==> config.mk <==
export PLATFORM = sky130hd
export DESIGN_NAME = morse_symbol_decoder
export DESIGN_NICKNAME = d
export VERILOG_FILES = /design/src/rtl/morse_symbol_decoder.sv
export SDC_FILE = /design/constraint.sdc
export NUM_CORES = 1
export LEC_CHECK = 0
export ABC_AREA = 1
export CORE_MARGIN = 2
export CORE_UTILIZATION = 42
export DETAILED_ROUTE_END_ITERATION = 8
export PLACE_DENSITY = 0.6
export SLEW_MARGIN = 20
export SYNTH_ARGS = -nofsm -noshare
export SYNTH_HDL_FRONTEND = slang
export SYNTH_SLANG_ARGS = --single-unit
==> constraint.sdc <==
create_clock -name clk -period 2.85 [get_ports clk]
set_input_delay 0.285 -clock clk [delete_from_list [all_inputs] [get_ports clk]]
set_output_delay 0.285 -clock clk [all_outputs]
set_load 0.01 [all_outputs]
==> src/rtl/morse_symbol_decoder.sv <==
// Morse symbol decoder: samples a keyed line on a divided tick, measures
// mark/space run lengths, classifies dots and dashes, detects letter and
// word gaps, and accumulates the symbols of each letter into a bit vector.
module morse_symbol_decoder #(
  parameter int DIV      = 4,
  parameter int CW       = 4,
  parameter int DOT_MAX  = 2,
  parameter int LGAP_MIN = 3,
  parameter int WGAP_MIN = 7,
  parameter int MAXSYM   = 6
) (
  input  logic                          clk,
  input  logic                          rst,
  input  logic                          serial_inp,
  output logic                          tick,
  output logic                          sym_valid,
  output logic [1:0]                    sym_code,
  output logic                          letter_valid,
  output logic [MAXSYM-1:0]             letter_bits,
  output logic [$clog2(MAXSYM+1)-1:0]   letter_len,
  output logic                          overflow
);

  localparam int LW = $clog2(MAXSYM + 1);
  localparam int DW = $clog2(DIV);

  localparam logic [CW-1:0] RUN_MAX  = {CW{1'b1}};
  localparam logic [CW-1:0] RUN_ONE  = CW'(1);
  localparam logic [CW-1:0] RUN_DOT  = CW'(DOT_MAX);
  localparam logic [CW-1:0] RUN_LGAP = CW'(LGAP_MIN);
  localparam logic [CW-1:0] RUN_WGAP = CW'(WGAP_MIN);

  localparam logic [DW-1:0] DIV_LAST = DW'(DIV - 1);
  localparam logic [DW-1:0] DIV_PRE  = DW'(DIV - 2);
  localparam logic [LW-1:0] CNT_FULL = LW'(MAXSYM);

  localparam logic [1:0] CODE_DOT  = 2'b01;
  localparam logic [1:0] CODE_DASH = 2'b10;
  localparam logic [1:0] CODE_LEND = 2'b11;
  localparam logic [1:0] CODE_WEND = 2'b00;

  typedef enum logic [1:0] {
    S_IDLE  = 2'd0,
    S_MARK  = 2'd1,
    S_SPACE = 2'd2
  } state_t;

  // Synchronizer and divider
  logic                r_sync1;
  logic                r_sync2;
  logic [DW-1:0]       r_div;
  logic                r_tick;

  // FSM and run-length counter
  state_t              r_state;
  state_t              w_stateNext;
  logic [CW-1:0]       r_run;
  logic [CW-1:0]       w_runNext;
  logic [CW-1:0]       w_runInc;

  // Decisions made on a tick
  logic                w_symEvt;
  logic [1:0]          w_symCode;
  logic                w_appendEvt;
  logic                w_appendBit;
  logic                w_letterEnd;

  // Letter accumulator
  logic [MAXSYM-1:0]   r_acc;
  logic [LW-1:0]       r_cnt;

  // Registered outputs
  logic                r_symValid;
  logic [1:0]          r_symCode;
  logic                r_letterValid;
  logic [MAXSYM-1:0]   r_letterBits;
  logic [LW-1:0]       r_letterLen;
  logic                r_overflow;

  assign w_runInc = (r_run == RUN_MAX) ? RUN_MAX : (r_run + RUN_ONE);

  // Bring the asynchronous keyed line into the clk domain
  always_ff @(posedge clk or posedge rst) begin
    if (rst) begin
      r_sync1 <= 1'b0;
      r_sync2 <= 1'b0;
    end else begin
      r_sync1 <= serial_inp;
      r_sync2 <= r_sync1;
    end
  end

  // Free-running divider; tick is registered one count early so it is high
  // exactly while the count sits at its last value
  always_ff @(posedge clk or posedge rst) begin
    if (rst) begin
      r_div  <= '0;
      r_tick <= 1'b0;
    end else begin
      r_div  <= (r_div == DIV_LAST) ? '0 : (r_div + DW'(1));
      r_tick <= (r_div == DIV_PRE);
    end
  end

  // FSM state and run length, advanced only on ticks
  always_ff @(posedge clk or posedge rst) begin
    if (rst) begin
      r_state <= S_IDLE;
      r_run   <= '0;
    end else begin
      r_state <= w_stateNext;
      r_run   <= w_runNext;
    end
  end

  // Next state, next run length and the symbol/letter decisions of a tick
  always_comb begin
    w_stateNext = r_state;
    w_runNext   = r_run;
    w_symEvt    = 1'b0;
    w_symCode   = CODE_WEND;
    w_appendEvt = 1'b0;
    w_appendBit = 1'b0;
    w_letterEnd = 1'b0;
    if (r_tick) begin
      case (r_state)
        S_IDLE: begin
          if (r_sync2) begin
            w_stateNext = S_MARK;
            w_runNext   = RUN_ONE;
          end
        end
        S_MARK: begin
          if (r_sync2) begin
            w_runNext = w_runInc;
          end else begin
            w_symEvt    = 1'b1;
            w_symCode   = (r_run <= RUN_DOT) ? CODE_DOT : CODE_DASH;
            w_appendEvt = 1'b1;
            w_appendBit = (r_run > RUN_DOT);
            w_stateNext = S_SPACE;
            w_runNext   = RUN_ONE;
          end
        end
        S_SPACE: begin
          if (r_sync2) begin
            // A short gap keeps the letter open; a long one was already
            // closed when the run reached the letter-gap length
            w_stateNext = S_MARK;
            w_runNext   = RUN_ONE;
          end else begin
            w_runNext = w_runInc;
            if (w_runInc == RUN_LGAP) begin
              w_symEvt    = 1'b1;
              w_symCode   = CODE_LEND;
              w_letterEnd = 1'b1;
            end
            if (w_runInc == RUN_WGAP) begin
              w_symEvt    = 1'b1;
              w_symCode   = CODE_WEND;
              w_stateNext = S_IDLE;
              w_runNext   = '0;
            end
          end
        end
        default: begin
          w_stateNext = S_IDLE;
          w_runNext   = '0;
        end
      endcase
    end
  end

  // Collect symbols of the current letter; drop extras and flag them
  always_ff @(posedge clk or posedge rst) begin
    if (rst) begin
      r_acc      <= '0;
      r_cnt      <= '0;
      r_overflow <= 1'b0;
    end else if (w_letterEnd) begin
      r_acc <= '0;
      r_cnt <= '0;
    end else if (w_appendEvt) begin
      if (r_cnt == CNT_FULL) begin
        r_overflow <= 1'b1;
      end else begin
        r_acc <= r_acc | (MAXSYM'(w_appendBit) << r_cnt);
        r_cnt <= r_cnt + LW'(1);
      end
    end
  end

  // Register the pulses and hold the last completed letter
  always_ff @(posedge clk or posedge rst) begin
    if (rst) begin
      r_symValid    <= 1'b0;
      r_symCode     <= 2'b00;
      r_letterValid <= 1'b0;
      r_letterBits  <= '0;
      r_letterLen   <= '0;
    end else begin
      r_symValid    <= w_symEvt;
      r_letterValid <= w_letterEnd;
      if (w_symEvt) begin
        r_symCode <= w_symCode;
      end
      if (w_letterEnd) begin
        r_letterBits <= r_acc;
        r_letterLen  <= r_cnt;
      end
    end
  end

  assign tick         = r_tick;
  assign sym_valid    = r_symValid;
  assign sym_code     = r_symCode;
  assign letter_valid = r_letterValid;
  assign letter_bits  = r_letterBits;
  assign letter_len   = r_letterLen;
  assign overflow     = r_overflow;

endmodule

==> summary.md, run 1 <==
| Metric | Value |
|---|---|
| Reg-to-reg critical path startpoint | `r_run[0]$_DFFE_PP0P_` |
| Final-report max-slew violation count | `0` |
| Status | `completed` |
| Post-synth ARST share | `100%` |
| Final std cells w/o fill | `272` |
| Synth warn | `0` |
| Clock Sink Count | `34` |
| Post-CTS setup buffer count | `0` |
| Die area | `4710 sq um` |
| Nets | `roughly 240` |
| Layout cell share with drive strength beyond 1 | `16.7%` |
| Met3 WL post-DR | `~120 microns` |
| Die W | `just under 70 microns` |
| Top sig layer | `met4` |
| Seq/Total Area, Yosys | `48.5%` |
| Metal-1 WL | `1.47 mm` |
| # diodes | `0` |
| Clk_lat worst skew | `roughly 0.28 ns` |
| Pleak | `approximately 1.1 nW` |
| Post-synthesis mux area share | `0%` |
| Placed Area | `roughly 2000 sq um` |
| Crit-path max FO | `28` |
| Core area | `4000 sq um` |
| Min Tclk post-route | `about 1.9 ns` |
| Most numerous cell in the Yosys netlist | `nand2_1` |
| Layout Area Growth over Synthesis | `16.9%` |
| Setup Skew | `0.00596 ns` |
| Relative slew slack | `58.6%` |
| Drt pass-1 iters | `4` |
| CTS tree | `yes` |
| Clock transition at path regs | `0.07 ns` |
| Vias | `1279` |
| Share of the synthesized area in the top cell type | `48.5%` |
| Max_cap viols | `0` |
| CTS Hold Bufs | `0` |
| Post-Synth Adder-Cell Area | `7.85%` |
| Via/cell ratio | `roughly 4.7` |
| Filler Cell Count | `383` |
| Final setup fails | `0` |
| Starting Density | `43.8%` |
| Pwr Density | `724 nW/um^2` |
| Synth Register Bits | `34` |
| Routed wire length | `2.95 mm` |
| Via count of the first global-routing pass | `1181` |
| Most used flip-flop cell after synthesis | `dfrtp_1` |
| CP startpoint | `r_run[0]$_DFFE_PP0P_` |
| Max Clk Rate | `about 520 MHz` |
| Initial antenna violation count | `0` |
| HP Start | `r_sync1$_DFF_PP0_` |
| Hold Vio Cnt, Final | `0` |
| CP Class | `flop to flop` |
| Metal2 WL | `1.31 mm` |
| VDD IR max | `0.381 mV` |
| Place WS | `0.938 ns` |
| Clock Root Buffer | `clkbuf_8` |
| Synthesized instance count | `a little under 200` |
| Cells after DPL | `265` |
| Drt drc | `0` |
| Gr usage total | `14.7%` |
| H-Tree Depth | `2` |
| Period utilisation layout | `67.1%` |
| Synth area leaders | `dfrtp_1 (49%), nand2_1 (11%), ha_1 (7.9%), inv_1 (7.1%), o21ai_2 (4.5%)` |
| Post_cts resized | `0` |
| Fin area | `a little over 2000 sq um` |
| Num CTS Buffers | `5` |
| First-pass GRT wire length | `5.07 mm` |
| Worst Path Required | `3.02 ns` |
| Compound-cell area share of the yosys netlist | `10.6%` |
| PortBufs | `17` |
| Final WS setup | `0.937 ns` |
| Syn nets | `between 200 and 250` |
| Netlist cell types | `23` |
| EDFF count, synth | `0` |
| Post-Syn Area per Cell | `8.81 sq um` |
| XOR/XNOR Fraction of Synth Area | `0%` |
| Total gr overflow | `0` |
| Worst slew pin tran | `around 0.62 ns` |
| Arrival time worst endpoint | `2.08 ns` |
| GP Congestion | `0.859` |
| Wire length per cell | `10.8 microns` |
| Final hold slack | `0.361 ns` |
| Simple-gate portion of the synthesized area | `23.2%` |
| Crit start category | `flop` |
| Worst setup EP type | `flop` |
| Largest net degree at the start of global routing | `29` |
| Clock tree buffer depth | `2` |
| Leading area contributor after synthesis | `dfrtp_1` |
| Unrepaired setup endpoints after global routing | `false` |
| Setup TNS Final | `0 ns` |
| Synth cell count leaders | `nand2_1 (51), dfrtp_1 (34), inv_1 (33), nand3_1 (13), ha_1 (11)` |
| # IOs | `18` |
| Combinational family with the most area after synthesis | `simple AND/OR/NAND/NOR gates` |
| Row Count | `23` |
| Chip Height | `68.6 microns` |
| Detail Placement HPWL | `2.18 mm` |
| Synthesized cell area | `approximately 1800 sq um` |
| Final Total Pwr | `about 1.5 mW` |
| DRT antenna net count | `0` |
| Starting DRT DRC Count | `42` |
| Hold Crit Class | `flop to flop` |
| Util after Layout | `51.2%` |
==> power breakdown <==
group          leakage [nW]  switching (mW)  internal (mW)
clock                0.0438           0.165          0.164
sequential            0.453          0.0892          0.571
combinational         0.571           0.295          0.200
==> per-layer routing <==
layer | vias up | track usage (%)
li1 | 669 | -
met4 | 0 | 8.25
met1 | 584 | 18.7
met5 | - | 0
met3 | 6 | 3.57
met2 | 20 | 22.7
==> registers in the layout, summed over array words and instances, names as in the netlist <==
name / cells
letter_bits: 6
letter_len: 3
letter_valid: 1
overflow: 1
r_acc: 6
r_cnt: 3
r_div: 2
r_run: 4
r_state: 2
r_sync1: 1
r_sync2: 1
sym_code: 2
sym_valid: 1
tick: 1
==> cells by family (layout without fill, tap and decap cells) <==
group           after synthesis  count (layout)
buf+inv                      42              65
fa+ha+maj                    11              11
simple gates                 85              85
compound gates               27              27
flops                        34              34
==> cells in the final DEF, fill, tap and decap left out <==
master,instances
o21bai_1,1
nand2_2,4
inv_1,33
dfrtp_1,34
nand4_2,1
o211ai_2,1
nand2_1,51
clkinv_2,2
o21ai_1,5
o21ai_0,7
nor2_4,1
nand3_1,13
ha_1,11
clkbuf_8,5
o21ai_2,9
inv_2,7
nand3_4,1
a211oi_1,1
or2_2,1
o22ai_1,3
nand4_1,3
buf_4,1
nor2_1,6
nor2_2,1
nand3_2,3
clkdlybuf4s50_1,17
==> worst max-delay path, cell delays in order, from the launching register on <==
cell and delay (ns):
dfrtp_1 0.47, inv_2 0.07, ha_1 0.32, inv_1 0.07, nand4_2 0.12, nor2_2 0.16
nand3_4 0.33, nand2_1 0.19, o21ai_2 0.06
==> cell type report <==
type	instances	area (sq um)	share of cell area, %
multi-input combinational	123	729	35.6
clock inverter	2	10.0	0.488
clock buffer	5	68.8	3.36
inverter	40	150	7.33
sequential	34	851	41.5
timing repair buffer	18	178	8.67
tap	50	62.6	3.05
==> final timing paths <==
kind / to / slack, ns / cells past startpoint
min in group asynchronous: r_div[1]$_DFF_PP0_ / 0.37 / 2
worst min register to register: r_sync2$_DFF_PP0_ / 0.36 / 0
worst max-delay path: letter_len[1]$_DFFE_PP0N_ / 0.94 / 8
worst min-delay path: r_sync2$_DFF_PP0_ / 0.36 / 0
worst max register to register: letter_len[1]$_DFFE_PP0N_ / 0.94 / 8
max in group asynchronous: letter_bits[2]$_DFFE_PP0N_ / 1.80 / 3
No activity file was read; power rests on OpenSTA's default activity.
==> run 2, diff against run 1 <==
- clock period: 2.85 -> 1.95 ns (I/O delays scaled with it)
==> summary.md, run 2 (synthesized netlist as in run 1, its figures left out) <==
| Metric | Value |
|---|---|
| Starting Density | `43.8%` |
| Metal2 WL | `1.41 mm` |
| Clock transition at path regs | `~0.07 ns` |
| Post-CTS setup buffer count | `0` |
| Period utilisation layout | `around 90%` |
| Clock Sink Count | `34` |
| CTS Hold Bufs | `0` |
| Arrival time worst endpoint | `1.90 ns` |
| Setup TNS Final | `0 ns` |
| Initial antenna violation count | `0` |
| Layout Area Growth over Synthesis | `19.6%` |
| Gr usage total | `15.2%` |
| Worst Path Required | `2.12 ns` |
| Unrepaired setup endpoints after global routing | `false` |
| First-pass GRT wire length | `5.26 mm` |
| Relative slew slack | `72.1%` |
| R2R setup slack | `0.22 ns` |
| Clock tree buffer depth | `2` |
| Detail Placement HPWL | `roughly 2.2 mm` |
| Total gr overflow | `0` |
| Fin area | `around 2100 sq um` |
| VDD IR max | `0.621 mV` |
| Worst slew pin tran | `0.416 ns` |
| Drt pass-1 iters | `4` |
| Metal-1 WL | `roughly 1.5 mm` |
| Reg-to-reg critical path startpoint | `r_run[0]$_DFFE_PP0P_` |
| Clk_lat worst skew | `approximately 0.28 ns` |
| Reg2Reg Depth | `9` |
| Crit start category | `flop` |
| Top sig layer | `met4` |
| GP Congestion | `0.828` |
| Status | `completed` |
| # IOs | `18` |
| Most common cell after layout, fill and taps aside | `nand2_1` |
| Die area | `4710 sq um` |
| Final-report max-slew violation count | `0` |
| Filler Cell Count | `362` |
| Post_cts resized | `0` |
| Starting DRT DRC Count | `73` |
| Pleak | `1.09 nW` |
| Die W | `roughly 70 microns` |
| Hold Crit Class | `input port to asynchronous set/reset pin` |
| Final setup fails | `0` |
| Nets | `237` |
| Via/cell ratio | `4.71` |
| Num CTS Buffers | `5` |
| Vias | `1290` |
| CP Class | `flop to flop` |
| Layout cell share with drive strength beyond 1 | `16.5%` |
| PortBufs | `17` |
| Clock Root Buffer | `clkbuf_8` |
| Final Total Pwr | `2.32 mW` |
| Pwr Density | `1110 nW/um^2` |
| Wire length per cell | `11.2 microns` |
| Max_cap viols | `0` |
| Met3 WL post-DR | `154 microns` |
| Drt drc | `0` |
| Via count of the first global-routing pass | `1247` |
| Largest net degree at the start of global routing | `35` |
| CTS tree | `yes` |
| Cells after DPL | `between 200 and 300` |
| Reg-to-reg endpoint | `letter_bits[3]$_DFFE_PP0N_` |
| Worst setup EP type | `flop` |
| Min Tclk post-route | `1.73 ns` |
| Row Count | `23` |
| Placed Area | `1990 sq um` |
| Hold Vio Cnt, Final | `0` |
| Routed wire length | `3.07 mm` |
| # diodes | `0` |
| DRT antenna net count | `0` |
| Setup Skew | `about 0.0083 ns` |
| Core area | `4000 sq um` |
| Max Clk Rate | `579 MHz` |
| Most frequent cells in the layout | `nand2_1 (51), dfrtp_1 (34), inv_1 (33)` |
| H-Tree Depth | `2` |
| Final std cells w/o fill | `about 270` |
| Chip Height | `roughly 69 microns` |
| Crit-path max FO | `28` |
-- run 2: cell count changes in the layout (fill, tap and decap cells not counted) --
cell and change:
clkbuf_1 +2, clkinv_2 -2, buf_12 +1, bufinv_16 +1
-- run 2: cell type report --
class | instances | area [sq um] | share of cell area (%)
inverter | 40 | 150 | 7.16
clock inverter | 1 | 30.0 | 1.43
sequential | 34 | 851 | 40.6
multi-input combinational | 123 | 729 | 34.8
clock buffer | 7 | 76.3 | 3.64
timing repair buffer | 19 | 198 | 9.43
tap | 50 | 62.6 | 2.98
-- run 2: worst max-delay path by stage --
stage,start,cells after the start,end
floorplan,r_run[0]$_DFFE_PP0P_,9,letter_len[2]$_DFFE_PP0N_
detailed placement,r_run[0]$_DFFE_PP0P_,9,letter_bits[3]$_DFFE_PP0N_
CTS,r_run[0]$_DFFE_PP0P_,9,letter_bits[3]$_DFFE_PP0N_
global placement,r_run[0]$_DFFE_PP0P_,9,letter_len[0]$_DFFE_PP0N_
finish,r_run[0]$_DFFE_PP0P_,9,letter_bits[3]$_DFFE_PP0N_
global route,r_run[0]$_DFFE_PP0P_,9,overflow$_DFFE_PP0P_
-- run 2: per-layer routing --
| layer | track usage [%] | vias up |
|---|---|---|
| li1 | - | 675 |
| met1 | 17.8 | 587 |
| met2 | 25.2 | 23 |
| met3 | 5.36 | 5 |
| met4 | 6.25 | 0 |
| met5 | 0 | - |
-- run 2: per-stage QoR --
step,setup slack [ns],hold WS (ns),utilization [%]
final,0.223,0.307,52.4
after global routing,0.0762,0.349,52.4
after detailed placement,0.216,0.343,49.8
after global placement,0.295,0.336,49.8
after CTS,0.203,0.314,52.4
after floorplan,0.332,0.226,-
-- run 2: power by group --
part / internal (mW) / switching (mW)
Clock: 0.382 / 0.244
Combinational: 0.294 / 0.438
Sequential: 0.835 / 0.132
-- run 2: critical path: stages (launching register included) --
cell and delay (ns):
dfrtp_1 0.46, inv_2 0.07, ha_1 0.32, inv_1 0.07, nand4_2 0.12, nor2_2 0.16
nand3_4 0.09, buf_12 0.18, nand2_1 0.09, o21ai_2 0.05
